<file path="src/rtl/rf_port_arbiter_if.sv">
// Command/response bundle between three requesters and the shared register-file arbiter.
interface rf_port_arbiter_if #(
  parameter int unsigned WIDTH = 8,
  parameter int unsigned AW    = 4
) ();
  logic [2:0]         req_valid;
  logic [2:0]         req_we;
  logic [3*AW-1:0]    req_addr;
  logic [3*WIDTH-1:0] req_wdata;
  logic [2:0]         req_ready;
  logic               rsp_valid;
  logic [1:0]         rsp_id;
  logic [WIDTH-1:0]   rsp_data;
  logic               rsp_err;

  // Client side drives commands and observes grants/responses.
  modport master (
    output req_valid, req_we, req_addr, req_wdata,
    input  req_ready, rsp_valid, rsp_id, rsp_data, rsp_err
  );

  // Arbiter side.
  modport slave (
    input  req_valid, req_we, req_addr, req_wdata,
    output req_ready, rsp_valid, rsp_id, rsp_data, rsp_err
  );
endinterface

</file>
<file path="src/rtl/rf_port_arbiter.sv">
// Round-robin sharing of a 1W/1R register file among three requesters.
// Independent write and read arbiters; read data returns one cycle after grant.
module rf_port_arbiter #(
  parameter int unsigned WIDTH = 8,
  parameter int unsigned DEPTH = 10,
  parameter int unsigned AW    = 4
) (
  input logic             clk,
  input logic             reset,
  rf_port_arbiter_if.slave bus
);

  localparam int unsigned AWP1 = AW + 1;

  // Returns {granted, index} for the first eligible requester from ptr onward, mod 3.
  function automatic logic [2:0] rr_pick(input logic [1:0] ptr, input logic [2:0] elig);
    logic [2:0] res;
    logic [1:0] idx;
    res = 3'b000;
    idx = ptr;
    for (int unsigned k = 0; k < 3; k++) begin
      if (!res[2] && elig[idx]) res = {1'b1, idx};
      idx = (idx == 2'd2) ? 2'd0 : idx + 2'd1;
    end
    return res;
  endfunction

  logic [WIDTH-1:0] mem_q [DEPTH];

  logic [1:0]       wr_ptr_q, wr_ptr_d;
  logic [1:0]       rd_ptr_q, rd_ptr_d;
  logic             rsp_valid_q, rsp_valid_d;
  logic [1:0]       rsp_id_q, rsp_id_d;
  logic [WIDTH-1:0] rsp_data_q, rsp_data_d;
  logic             rsp_err_q, rsp_err_d;

  logic [AW-1:0]    addr_a  [3];
  logic [WIDTH-1:0] wdata_a [3];
  logic [2:0]       wr_pick, rd_pick;
  logic             wr_gnt, rd_gnt;
  logic [1:0]       wr_idx, rd_idx;
  logic [AW-1:0]    wr_addr, rd_addr;
  logic             wr_in_range, rd_in_range;
  logic             mem_we;
  logic [2:0]       ready;

  // Unpack per-requester address and write data lanes.
  always_comb begin
    for (int unsigned i = 0; i < 3; i++) begin
      addr_a[i]  = bus.req_addr[i*AW +: AW];
      wdata_a[i] = bus.req_wdata[i*WIDTH +: WIDTH];
    end
  end

  // Arbitration, grants and next-state of pointers and response registers.
  always_comb begin
    wr_pick = rr_pick(wr_ptr_q, bus.req_valid & bus.req_we);
    rd_pick = rr_pick(rd_ptr_q, bus.req_valid & ~bus.req_we);
    wr_gnt  = wr_pick[2] & ~reset;
    rd_gnt  = rd_pick[2] & ~reset;
    wr_idx  = wr_pick[1:0];
    rd_idx  = rd_pick[1:0];

    ready = 3'b000;
    if (wr_gnt) ready[wr_idx] = 1'b1;
    if (rd_gnt) ready[rd_idx] = 1'b1;

    wr_addr     = addr_a[wr_idx];
    rd_addr     = addr_a[rd_idx];
    // Extra bit keeps the bound correct when DEPTH == 2**AW.
    wr_in_range = ({1'b0, wr_addr} < AWP1'(DEPTH));
    rd_in_range = ({1'b0, rd_addr} < AWP1'(DEPTH));
    mem_we      = wr_gnt & wr_in_range;

    wr_ptr_d = wr_ptr_q;
    rd_ptr_d = rd_ptr_q;
    if (wr_gnt) wr_ptr_d = (wr_idx == 2'd2) ? 2'd0 : wr_idx + 2'd1;
    if (rd_gnt) rd_ptr_d = (rd_idx == 2'd2) ? 2'd0 : rd_idx + 2'd1;

    rsp_valid_d = rd_gnt;
    rsp_id_d    = rsp_id_q;
    rsp_data_d  = rsp_data_q;
    rsp_err_d   = rsp_err_q;
    if (rd_gnt) begin
      rsp_id_d   = rd_idx;
      rsp_data_d = rd_in_range ? mem_q[rd_addr] : '0;
      rsp_err_d  = ~rd_in_range;
    end
  end

  // Pointer and response registers with synchronous reset.
  always_ff @(posedge clk) begin
    if (reset) begin
      wr_ptr_q    <= 2'd0;
      rd_ptr_q    <= 2'd0;
      rsp_valid_q <= 1'b0;
      rsp_id_q    <= 2'd0;
      rsp_data_q  <= '0;
      rsp_err_q   <= 1'b0;
    end else begin
      wr_ptr_q    <= wr_ptr_d;
      rd_ptr_q    <= rd_ptr_d;
      rsp_valid_q <= rsp_valid_d;
      rsp_id_q    <= rsp_id_d;
      rsp_data_q  <= rsp_data_d;
      rsp_err_q   <= rsp_err_d;
    end
  end

  // Storage array; contents survive reset, out-of-range writes are dropped.
  always_ff @(posedge clk) begin
    if (mem_we) mem_q[wr_addr] <= wdata_a[wr_idx];
  end

  assign bus.req_ready = ready;
  assign bus.rsp_valid = rsp_valid_q;
  assign bus.rsp_id    = rsp_id_q;
  assign bus.rsp_data  = rsp_data_q;
  assign bus.rsp_err   = rsp_err_q;

endmodule

</file>
<file path="src/flat_wrapper.sv">
// flat-port wrapper written by rule: the top's interface ports become plain ports
module rf_port_arbiter_flat 
#(
  parameter int unsigned WIDTH = 8,
  parameter int unsigned DEPTH = 10,
  parameter int unsigned AW    = 4
)
  (clk, reset, bus_req_valid, bus_req_we, bus_req_addr, bus_req_wdata, bus_req_ready, bus_rsp_valid, bus_rsp_id, bus_rsp_data, bus_rsp_err);
  rf_port_arbiter_if #(.WIDTH(WIDTH), .AW(AW)) bus_i ();
  input logic clk;
  input logic reset;
  input wire logic [$bits(bus_i.req_valid)-1:0] bus_req_valid;
  input wire logic [$bits(bus_i.req_we)-1:0] bus_req_we;
  input wire logic [$bits(bus_i.req_addr)-1:0] bus_req_addr;
  input wire logic [$bits(bus_i.req_wdata)-1:0] bus_req_wdata;
  output wire logic [$bits(bus_i.req_ready)-1:0] bus_req_ready;
  output wire logic [$bits(bus_i.rsp_valid)-1:0] bus_rsp_valid;
  output wire logic [$bits(bus_i.rsp_id)-1:0] bus_rsp_id;
  output wire logic [$bits(bus_i.rsp_data)-1:0] bus_rsp_data;
  output wire logic [$bits(bus_i.rsp_err)-1:0] bus_rsp_err;
  assign bus_i.req_valid = bus_req_valid;
  assign bus_i.req_we = bus_req_we;
  assign bus_i.req_addr = bus_req_addr;
  assign bus_i.req_wdata = bus_req_wdata;
  assign bus_req_ready = bus_i.req_ready;
  assign bus_rsp_valid = bus_i.rsp_valid;
  assign bus_rsp_id = bus_i.rsp_id;
  assign bus_rsp_data = bus_i.rsp_data;
  assign bus_rsp_err = bus_i.rsp_err;
  rf_port_arbiter #(.WIDTH(WIDTH), .DEPTH(DEPTH), .AW(AW)) u_core (.clk(clk), .reset(reset), .bus(bus_i));
endmodule
</file>
<file path="config.mk">
export PLATFORM = sky130hd
export DESIGN_NAME = rf_port_arbiter_flat
export DESIGN_NICKNAME = d
export VERILOG_FILES = /design/src/rtl/rf_port_arbiter_if.sv /design/src/rtl/rf_port_arbiter.sv /design/src/flat_wrapper.sv
export SDC_FILE = /design/constraint.sdc
export NUM_CORES = 1
export LEC_CHECK = 0
export CAP_MARGIN = 25
export CORE_UTILIZATION = 50
export CTS_BUF_LIST = sky130_fd_sc_hd__clkbuf_4 sky130_fd_sc_hd__clkbuf_8 sky130_fd_sc_hd__clkbuf_16
export DETAILED_ROUTE_END_ITERATION = 10
export PLACE_DENSITY = 0.7
export SLEW_MARGIN = 0
export SYNTH_ARGS = -nofsm -noshare
export SYNTH_HDL_FRONTEND = slang
export SYNTH_SLANG_ARGS = --single-unit
</file>
<file path="constraint.sdc">
create_clock -name clk -period 4.28 [get_ports clk]
set_input_delay 0.856 -clock clk [delete_from_list [all_inputs] [get_ports clk]]
set_output_delay 0.856 -clock clk [all_outputs]
set_load 0.05 [all_outputs]
</file>
[Word level (Yosys, flattened, before mapping)]
Memory sizes are Yosys's and may differ from the RTL's.
Cells that the tools add are included.
Storage, ports and cells
  output and inout bits: 15
  word-level logic and storage cells: 96
  input bits: 44
  memories: 1
  bits in writable memories: 80
  register bits: 16
Cells by class
  reduce and logical (&&, ||, !) cells: 10
  bitwise gates (word level): 11
  muxes and demuxes: 42
  add/subtract/negate cells: 6
  order comparisons: 14
  eq/ne operators: 6
Memories
  u_core.mem_q: depth 10, bits a word 8, rd ports 1, clocked after Yosys merged registers in 0, write ports 1, line rf_port_arbiter.sv:28  | logic [WIDTH-1:0] mem_q [DEPTH];
Operators with widths (count)
  less-than comparator 2 x 3 -> 1 bit, second input constant: 8
  2-to-1 mux 3 bit: 8
  2-to-1 mux 8 bit: 3
  binary-select mux 4 bit (select 2 bit): 2
  binary-select mux 8 bit (select 2 bit): 1
  2-to-1 mux 4 bit: 4
  adder 2 x 1 -> 2 bit, second input constant: 6
  binary-select mux 1 bit (select 2 bit): 6
  equality test 2 bit, second input constant: 6
  2-to-1 mux 2 bit: 6
  2-to-1 mux 1 bit: 10
  less-than comparator 4 bit, second input constant: 2
  AND 3 bit: 2
  >= comparator 3 bit, second input constant: 2
  logical AND 1 bit: 6
  NOT 2 -> 3 bit: 2
  demux 1 bit (select 2 bit): 2
  >= comparator 2 x 1 -> 1 bit, second input constant: 2
  logical NOT 1 bit: 4
  AND 1 bit: 3
  NOT 3 bit: 1
  bitwise OR 3 bit: 1
  NOT 1 bit: 2

[Longest topological paths before layout]
Gate-level depths: netlist of the first run.
  depth in word-level cells: 18
  mapped depth: 10
  gate-level depth less buffers: 7

[Worst setup path before layout of the first run]
Ideal clock, no wire load.
  path kind: input to output
  from: input bus_req_we[2]
  to: output bus_req_ready[2]
  data required time: 3.424 ns
  setup slack: 0.618 ns
  arrival time: 2.806 ns
  stages: 4
  buffers on the path: 1
  path through: and3b_1 -> clkbuf_1 -> nor2_1 -> o32ai_1
On the way
  cells in the longest elaborated chain, start to end: 17
  elaborated cells between the ends (all ways): 44
  classes of those cells: 4 x order compare; 24 x mux; 6 x bitwise; 10 x reduce/logical
Ends and longest elaborated chain
  start: declaration: line flat_wrapper.sv:13  | input wire logic [$bits(bus_i.req_we)-1:0] bus_req_we;
  AND 3 bit or NOT 3 bit (tied branches): line rf_port_arbiter.sv:57, rf_port_arbiter.sv:58
  binary-select mux 1 bit (select 2 bit) or AND 3 bit (tied branches): line rf_port_arbiter.sv:22, rf_port_arbiter.sv:58
  2-to-1 mux 1 bit (implied by the code) or binary-select mux 1 bit (select 2 bit) (tied branches): line rf_port_arbiter.sv:22  | if (!res[2] && elig[idx]) res = {1'b1, idx};
  2-to-1 mux 3 bit or 2-to-1 mux 1 bit (tied branches): line rf_port_arbiter.sv:22
  logical NOT 1 bit or 2-to-1 mux 3 bit (tied branches): line rf_port_arbiter.sv:22
  logical AND 1 bit or logical NOT 1 bit (tied branches): line rf_port_arbiter.sv:22
  2-to-1 mux 3 bit or logical AND 1 bit (tied branches): line rf_port_arbiter.sv:22
  logical NOT 1 bit or 2-to-1 mux 3 bit (tied branches): line rf_port_arbiter.sv:22
  logical AND 1 bit or logical NOT 1 bit (tied branches): line rf_port_arbiter.sv:22
  2-to-1 mux 3 bit or logical AND 1 bit (tied branches): line rf_port_arbiter.sv:22
  less-than comparator 2 x 3 -> 1 bit (implied by the code), or another cell as far along: line rf_port_arbiter.sv:65  | if (wr_gnt) ready[wr_idx] = 1'b1;
  logical AND 1 bit (implied by the code), or another cell as far along: line rf_port_arbiter.sv:65
  2-to-1 mux 1 bit (implied by the code) or logical AND 1 bit (tied branches): line rf_port_arbiter.sv:65, rf_port_arbiter.sv:66
  demux 1 bit (select 2 bit) or 2-to-1 mux 1 bit (tied branches)
  2-to-1 mux 3 bit or demux 1 bit (select 2 bit) (tied branches)
  bitwise OR 3 bit (no source line)
  2-to-1 mux 3 bit (*): line rf_port_arbiter.sv:66  | if (rd_gnt) ready[rd_idx] = 1'b1;
  end: declaration: line flat_wrapper.sv:16  | output wire logic [$bits(bus_i.req_ready)-1:0] bus_req_ready;
Mark *: on every way between the ends. The rest lies on a longest branch, timed or not. The select of a mux whose other input is x is not followed.

[Worst setup path after layout of the first run]
  from: input bus_req_valid[0]
  to: output bus_req_ready[1]
On the way
  cells in the longest elaborated chain, start to end: 17
  elaborated cells between the ends (all ways): 43
  classes of those cells: 4 x order compare; 24 x mux; 5 x bitwise; 10 x reduce/logical
Ends and longest elaborated chain
  start: declaration: line flat_wrapper.sv:12  | input wire logic [$bits(bus_i.req_valid)-1:0] bus_req_valid;
  AND 3 bit: line rf_port_arbiter.sv:57  | wr_pick = rr_pick(wr_ptr_q, bus.req_valid & bus.req_we);
  binary-select mux 1 bit (select 2 bit): line rf_port_arbiter.sv:22
  2-to-1 mux 1 bit (implied by the code): line rf_port_arbiter.sv:22
  2-to-1 mux 3 bit: line rf_port_arbiter.sv:22
  logical NOT 1 bit: line rf_port_arbiter.sv:22
  logical AND 1 bit: line rf_port_arbiter.sv:22
  2-to-1 mux 3 bit: line rf_port_arbiter.sv:22
  logical NOT 1 bit: line rf_port_arbiter.sv:22
  logical AND 1 bit: line rf_port_arbiter.sv:22
  2-to-1 mux 3 bit: line rf_port_arbiter.sv:22
  less-than comparator 2 x 3 -> 1 bit (implied by the code) or >= comparator 2 x 1 -> 1 bit (tied branches): line rf_port_arbiter.sv:65
  logical AND 1 bit (implied by the code): line rf_port_arbiter.sv:65
  2-to-1 mux 1 bit (implied by the code): line rf_port_arbiter.sv:65
  demux 1 bit (select 2 bit)
  2-to-1 mux 3 bit: line rf_port_arbiter.sv:65
  bitwise OR 3 bit (no source line)
  2-to-1 mux 3 bit (*): line rf_port_arbiter.sv:66
Marked as above.

==> results by group, run 1 <==
Yosys
  • Asr flop ratio synth: 0%
  • Mapped Cells: 300
  • Mapped Nets: 344
  • Post-synth cell types: 44
  • Synth top cells by count: 80 x edfxtp_1, 35 x nand2_1, 25 x nor2_1
  • Post-synthesis average cell area: 13.8 um^2
  • Register area share after synthesis: 65.8%
  • Ys flop type: edfxtp_1
  • Largest cells by area after synthesis: edfxtp_1 58%, dfxtp_1 7.7%, mux2i_1 5.8%, mux4_2 4.4%, nand2_1 3.2%
  • Mapped cell area: 4140 um^2
  • Largest area contributor in the netlist: edfxtp_1
  • Synth top area share: 58.1%
  • Number of synthesized flops with an enable pin: 80
  • Yosys warning total: 0
  • Count leader, synth: edfxtp_1
  • FF+latch count, synth: 96

Clock network
  • Root Driver: clkbuf_8
  • Clock-pin transition on the worst setup and hold timing paths: 90 ps
  • Hold buffers post-CTS: 0
  • Post-cts repair resize count: 0
  • Worst-skew pair later-pin latency: 360 ps
  • Post-CTS setup buffers: 0
  • Total CTS buffers: 9
  • H-tree depth: 3
  • CTS tree: yes
  • Max clock buf depth: 2
  • CTS sink cnt: 96

Power and ir drop
  • Clk pwr share: 31.7%
  • PwrDens: 399 nW/um^2
  • Psw: 0.529 mW
  • Sequential share of power: 51.7%
  • Pleak: 1.89 nW
  • Post-route total power: 2.06 mW
  • Combinational Power Share: 16.6%
  • Internal Power: 1.53 mW
  • Peak VDD IR: 0.000225 V
  • Sw Ratio: 25.7%

Timing
  • Min cycle time layout: 3740 ps
  • Max-slew violations: 0
  • Fin. Hold Viols: 0
  • Setup TNS: 0 ps
  • Setup Skew: 9.10 ps
  • RSZ-0062 raised after global routing: no
  • Worst-margin pin slew: 756 ps
  • Setup Viol. Count Final: 0
  • Fmax: 267 MHz
  • Slew headroom: 49.5%
  • Final period utilization: 87.4%

Global route
  • Largest net degree at the start of global routing: 18
  • First-pass GRT wire length: 13.7 mm
  • All-Layer GR Usage: 21.7%
  • Number of global-route vias before repair: 2,754
  • Initial antenna violation count: 0
  • Total gr overflow: 0

Routing
  • Routed wire length: 8.84 mm
  • Routed Antenna Nets: 0
  • WL/cell: 18.3 um
  • 1st-iter DRT viols: 173
  • Vias post-DR: 2,770
  • DRT Pass-1 Iters: 4
  • Drc violations: 0
  • Vias per Instance: 5.72

Run
  • Max-Cap Viols: 0

Setup path
  • Crit-path leading delay family: buffers and inverters
  • Worst reg2reg startpoint: u_core.rd_ptr_q[0]
  • WP buf/inv: 2
  • CP Cell Sequence: clkdlybuf4s50_1 > or3b_1 > a21o_1 > nand2_1 > nand2_1 > o2bb2ai_1 > buf_12
  • CP required: 3420 ps
  • CP max FO: 6
  • Setup CP Type: in2out
  • Crit-path slowest cell: clkdlybuf4s50_1
  • Worst setup EP type: output port
  • Worst path max stage delay: 580 ps
  • Worst flop-to-flop path endpoint: u_core.bus.rsp_data[7]
  • FF-to-FF path depth: 7
  • FF-to-FF setup slack: 1450 ps
  • Critical Path AT: 2880 ps
  • CP most frequent cell: nand2_1
  • Crit path launch type: primary input

Worst hold path
  • Hold Crit Depth: 2
  • Hold-critical path endpoint: u_core.bus.rsp_id[1]
  • Worst hold start: u_core.bus.rsp_id[1]
  • Min-delay worst type: reg2reg

Final layout
  • Fill cells: 606
  • Final net count: 421
  • Fraction of final layout cells sized beyond drive strength 1: 14.1%
  • Diode count: 0
  • Area grow syn2layout: 24.8%
  • Multi-input gate area: 1350 um^2
  • Storage cell area: 2720 um^2

Placed design
  • # port buffers: 58
  • Final HPWL DP: 6.32 mm
  • Final GP Congestion: 0.913

Floorplan
  • Starting density of the core: 52.7%
  • Core region area: 7850 um^2
  • Chip height: 93.0 um
  • Die area: 8640 um^2
  • Ports: 59
  • # rows: 32
  • Die X-Extent: 93.0 um

Run status
  • Status: completed
## logic make-up after synthesis
family                 after synthesis  share of synthesized area (%)
flip-flops                          96                           65.8
AND/OR/NAND/NOR                     89                           10.3
AO/OA/AOI/OAI                       69                           11.9
multiplexers                        32                           10.2
buffers and inverters               14                           1.84
## state kept, by name, summed over array words and instances (netlist names)
signal	flops
u_core.bus.rsp_valid	1
u_core.bus.rsp_err	1
u_core.mem_q	80
u_core.rd_ptr_q	2
u_core.bus.rsp_data	8
u_core.bus.rsp_id	2
u_core.wr_ptr_q	2
## tightest hold or removal path, delay by kind of cell (launching register included)
family / cells / cell delay (ps)
and+or+nand+nor: 1 / 50
AOI/OAI and AO/OA: 1 / 50
DFF: 1 / 320
## layout make-up
type,count,share of cell area [%]
flip-flops and latches,96,52.7
multi-input cells,190,26.2
repair buffers,76,14.0
well taps,102,2.47
clock buffers,9,2.40
clock inverters,7,1.96
inverters,4,0.291
## per-stage QoR
stage	hold slack, ps	utilization [%]	setup slack, ps	instances	cell area, um^2
floorplan	485	-	618	300	4140
global placement	445	62.9	460	468	4940
detailed placement	456	62.9	373	468	4940
CTS	472	65.8	566	484	5160
global route	504	65.8	427	484	5160
finish	469	65.8	540	484	5160
## how the worst max path moves through the flow
| stage | from | to | cells after the start |
|---|---|---|---|
| finish | bus_req_valid[0] | bus_req_ready[1] | 7 |
| global route | bus_req_valid[2] | bus_req_ready[1] | 7 |
| CTS | bus_req_valid[0] | bus_req_ready[1] | 7 |
| detailed placement | bus_req_valid[0] | u_core.bus.rsp_data[7] | 8 |
| global placement | bus_req_valid[0] | u_core.bus.rsp_data[7] | 8 |
| floorplan | bus_req_we[2] | bus_req_ready[2] | 4 |
## layout by cell type, fill, tap and decap left out, drive strengths merged, types with 2 or more instances in the layout
| cell | netlist | routed |
|---|---|---|
| nor2 | 25 | 25 |
| a22o | 3 | 3 |
| nand2 | 35 | 35 |
| or2 | 3 | 3 |
| o22ai | 8 | 8 |
| a22oi | 8 | 8 |
| a21oi | 15 | 15 |
| nand2b | 4 | 4 |
| a31oi | 4 | 4 |
| nand4 | 3 | 3 |
| edfxtp | 80 | 80 |
| buf | 6 | 21 |
| dfxtp | 16 | 16 |
| bufinv | 0 | 2 |
| clkbuf | 4 | 9 |
| nor3 | 3 | 3 |
| inv | 4 | 7 |
| a211oi | 3 | 3 |
| clkdlybuf4s50 | 0 | 55 |
| a211o | 8 | 8 |
| o21ai | 13 | 13 |
| nand3b | 4 | 4 |
| a21o | 3 | 3 |
| nand3 | 2 | 2 |
| mux2i | 24 | 24 |
| mux4 | 8 | 8 |
## power by group through the flow
| stage | logic [mW] | registers, mW | clock network (mW) |
|---|---|---|---|
| floorplan | 0.175 | 1.12 | 0 |
| global placement | 0.337 | 1.09 | 0 |
| detailed placement | 0.341 | 1.09 | 0 |
| CTS | 0.342 | 1.07 | 0.670 |
| global route | 0.365 | 1.07 | 0.701 |
| finish | 0.341 | 1.07 | 0.654 |
## per-layer routing
metal | part of all wire, % | up-vias | track usage [%] | wire [um]
li1 | - | 1317 | - | -
met1 | 42 | 1339 | 28.5 | 3720
met2 | 50 | 98 | 36.2 | 4380
met3 | 6.8 | 16 | 4.07 | 605
met4 | 1.6 | 0 | 7.95 | 139
met5 | 0 | - | 0 | 0
(Power assumes the default switching activity.)
==> run 2: changes to the inputs <==
==> constraint.sdc (replaced) <==
create_clock -name clk -period 4.28 [get_ports clk]
set_input_delay 0.856 -clock clk [delete_from_list [all_inputs] [get_ports clk]]
set_output_delay 0.856 -clock clk [all_outputs]
set_load 0.02 [all_outputs]
==> run 2 against run 1 <==
Total power is 5.1% lower. Wire length is 4.2% lower. Final area is 0.48% lower. Critical path type unchanged.
==> results by group, run 2 (synthesis results as in run 1) <==
Final layout
  • Final net count: 422
  • Max reg flops: 80
  • Final std cells w/o fill: 485
  • Commonest non-fill, non-tap cells in the layout: 80 x edfxtp_1, 58 x clkdlybuf4s50_1, 35 x nand2_1
  • Area grow syn2layout: 24.2%
  • Most flop-heavy register: u_core.mem_q
  • Commonest non-fill, non-tap cell in the layout: edfxtp_1
  • Fraction of final layout cells sized beyond drive strength 1: 13.6%
  • Design area: 5140 um^2
  • Diode count: 0

Routing
  • Drc violations: 0
  • Routed Antenna Nets: 0
  • Routed wire length: 8.47 mm
  • Vias per Instance: 5.65
  • WL/cell: 17.5 um
  • 1st-iter DRT viols: 100
  • Vias post-DR: 2,740
  • DRT Pass-1 Iters: 5

Clock network
  • H-tree depth: 3
  • Root Driver: clkbuf_8
  • Total CTS buffers: 9
  • CTS tree: yes
  • Worst-skew pair later-pin latency: 350 ps
  • Hold buffers post-CTS: 0
  • CTS sink cnt: 96
  • Post-CTS setup buffers: 0
  • Max clock buf depth: 2
  • Post-cts repair resize count: 0
  • Clock-pin transition on the worst setup and hold timing paths: 90 ps

Power and ir drop
  • Peak VDD IR: 0.000191 V
  • Internal Power: 1.48 mW
  • Combinational Power Share: 15.9%
  • Psw: 0.478 mW
  • Pleak: 1.88 nW
  • Clk pwr share: 29.6%
  • Sw Ratio: 24.5%
  • Sequential share of power: 54.5%
  • PwrDens: 380 nW/um^2

Floorplan
  • Chip height: 93.0 um
  • Core region area: 7850 um^2
  • Ports: 59
  • # rows: 32
  • Die X-Extent: 93.0 um
  • Starting density of the core: 52.7%
  • Die area: 8640 um^2

Global route
  • Initial antenna violation count: 0
  • All-Layer GR Usage: 21.1%
  • Largest net degree at the start of global routing: 25
  • First-pass GRT wire length: 13.4 mm
  • Number of global-route vias before repair: 2,636
  • Total gr overflow: 0

Worst hold path
  • Min-delay worst type: reg2reg
  • Worst hold start: u_core.bus.rsp_id[1]

Timing
  • Worst Hold Slack: 472 ps
  • Worst-margin pin slew: 758 ps
  • Final period utilization: 95.0%
  • Max-slew violations: 0
  • Setup Viol. Count Final: 0
  • Setup TNS: 0 ps
  • Min cycle time layout: 4070 ps
  • Fin. Hold Viols: 0
  • RSZ-0062 raised after global routing: no
  • Setup Skew: 12.9 ps
  • Slew headroom: 49.3%
  • Fmax: 246 MHz

Setup path
  • Worst reg2reg startpoint: u_core.rd_ptr_q[0]
  • Crit path launch type: primary input
  • Critical Path AT: 3210 ps
  • Worst setup EP type: output port
  • CP max FO: 6
  • Critical Path Start: bus_req_valid[0]
  • CP required: 3420 ps
  • Setup CP Type: in2out

Placed design
  • Final HPWL DP: 6.09 mm
  • Post-Place Cells: 469
  • Placed Area: 4940 um^2
  • # port buffers: 58
  • Final GP Congestion: 0.973

Run status
  • Status: completed

Run
  • Max-Cap Viols: 0
[run 2: layout make-up]
cell class	count	area [um^2]
Clock buffer	10	131
Clock inverter	6	66.3
Fill cell	608	2710
Inverter	4	15.0
Multi-Input combinational cell	190	1350
Sequential cell	96	2720
Tap cell	102	128
Timing Repair Buffer	77	723
[run 2: power by group through the flow]
stage | sequential [mW] | clock, mW | combinational [mW]
6_report | 1.07 | 0.579 | 0.310
5_1_grt | 1.07 | 0.628 | 0.336
4_1_cts | 1.07 | 0.590 | 0.312
3_5_place_dp | 1.09 | 0 | 0.311
3_3_place_gp | 1.09 | 0 | 0.307
2_1_floorplan | 1.10 | 0 | 0.169
[run 2: stage by stage]
stage | power, mW | utilization (%) | setup WS [ps]
global placement | 1.39 | 63.0 | 348
global route | 2.03 | 65.5 | 107
finish | 1.96 | 65.5 | 213
detailed placement | 1.40 | 63.0 | 239
floorplan | 1.27 | - | 1000
CTS | 1.97 | 65.5 | 232
[run 2: path summary, 6_finish.rpt]
check / to / slack (ps) / cells past startpoint
worst max-delay path: bus_req_ready[1] / 210 / 7
worst min-delay path: u_core.bus.rsp_id[1] / 470 / 2
worst max register to register: u_core.bus.rsp_data[2] / 1530 / 8
worst min register to register: u_core.bus.rsp_id[1] / 470 / 2
[run 2: worst max-delay path: stages]
cell and delay, ps:
clkdlybuf4s50_1 590, or3b_1 420, a21o_1 280, nand2_1 170, nand2_1 100, o2bb2ai_1 170
clkdlybuf4s50_1 630
[run 2: routing by layer]
layer,vias to the layer above,routed length [um],track usage [%],part of all wire [%]
li1,1321,-,-,-
met1,1332,3780,28.4,45
met2,83,4210,35.4,50
met3,4,436,3.74,5.1
met4,0,52,6.15,0.61
met5,-,0,0,0
==> RTL edit, RTL diff (settings of run 1) <==
Take the reset off `rsp_data_q` and load it in a clocked block of its own.
--- a/src/rtl/rf_port_arbiter.sv
+++ b/src/rtl/rf_port_arbiter.sv
@@ -97,3 +97,2 @@
       rsp_id_q    <= 2'd0;
-      rsp_data_q  <= '0;
       rsp_err_q   <= 1'b0;
@@ -104,5 +103,8 @@
       rsp_id_q    <= rsp_id_d;
-      rsp_data_q  <= rsp_data_d;
       rsp_err_q   <= rsp_err_d;
     end
+  end
+
+  always_ff @(posedge clk) begin
+    rsp_data_q <= rsp_data_d;
   end
Behaviour: differs if reset is asserted again (counterexample within 4 cycles, from zero or initial values and one cycle with reset high); with reset held inactive, the same outputs for 4 cycles.
==> RTL edit against run 1 <==
Sequential cell count is the same; total power shrank 1.1%; wire length grew 6.7%; global-route usage grew 1.4 points; register-to-register slack lost 70 ps; worst setup slack gained 170 ps; final area grew 2.5%; area after synthesis grew 2.9%; synthesized cell count shrank 3.0%; largest cell class unchanged.
==> RTL edit: results (changes against run 1) <==
* Worst-Margin Slew at 939 ps (was 756 ps)
* Fill count at 642 (was 606)
* Post-synth EDFFs at 88 (was 80)
* Final core utilization at 64.4% (was 65.8%)
* Most frequent cells after synthesis: edfxtp_1 (88), nand2_1 (23), mux2i_1 (22) (was edfxtp_1 (80), nand2_1 (35), nor2_1 (25))
* Critical path startpoint: bus_req_we[0] (was bus_req_valid[0])
* Area after DPL at 5080 um^2 (was 4940 um^2)
* Inverter count at 6 (was 4)
* Hpwl dp at 6760 um (was 6320 um)
* Leakage at 1.96 nW (was 1.89 nW)
* Worst reg2reg setup slack at 1380 ps (was 1450 ps)
* GRT Util Overall at 23.1% (was 21.7%)
* Worst Path Arrival at 3690 ps (was 2880 ps)
* Pre-CTS WS at 325 ps (was 373 ps)
* Area of the multi-input gates at 1380 um^2 (was 1350 um^2)
* Critical R2R Capture: u_core.bus.rsp_data[4]$_SDFFCE_PP0P_ (was u_core.bus.rsp_data[7]$_SDFFE_PP0P_)
* Psw at 0.000541 W (was 0.000529 W)
* Final Net Count at 415 (was 421)
* Seq/Total Area, Yosys at 65.8% (about the same)
* Multi-input gates at 179 (was 190)
* Final worst slack at 708 ps (was 540 ps)
* P_clk at 0.000617 W (was 0.000654 W)
* Outcome: finished clean (unchanged)
* First-pass GRT wire length at 14700 um (was 13700 um)
* Worst ir drop on vdd at 0.206 mV (was 0.225 mV)
* WHS at 467 ps (was 469 ps)
* Post-Place Cells at 465 (was 468)
* Highest cell delay on the worst timing path at 630 ps (was 580 ps)
* GPL Wtd Cong at 0.826 (was 0.913)
* Via count at 2751 (was 2770)
* Logic pwr share at 16.9% (was 16.6%)
* 1st-iter DRT viols at 127 (was 173)
* Total Wirelength at 9440 um (was 8840 um)
* Final clock-cell share at 4.02% (was 4.36%)
* Crit Path Max Fanout at 12 (was 6)
RTL edit: changes by cell type in the layout (fill, tap and decap cells not counted), sizes merged, moves of 6 or more:
cell           run 1  this run
dfxtp             16         8
nand2             35        24
a22o               3        10
o21ai             13         1
nor2              25        19
edfxtp            80        88
mux2               0        27
mux4               8         0
RTL edit: cells by family (layout without fill, tap and decap cells):
group	Yosys count	in the layout	share of synthesized area, %
multiplexers	51	51	13.4
buffers and inverters	16	101	1.88
AO/OA/AOI/OAI	61	61	10.6
flip-flops	96	96	65.8
AND/OR/NAND/NOR	67	67	8.20
RTL edit: metal layers:
layer | track usage, % | vias up | routed length, um
li1 | - | 1298 | -
met1 | 28.4 | 1341 | 3950
met2 | 40.0 | 104 | 4910
met3 | 4.45 | 8 | 497
met4 | 8.85 | 0 | 75
met5 | 0 | - | 0
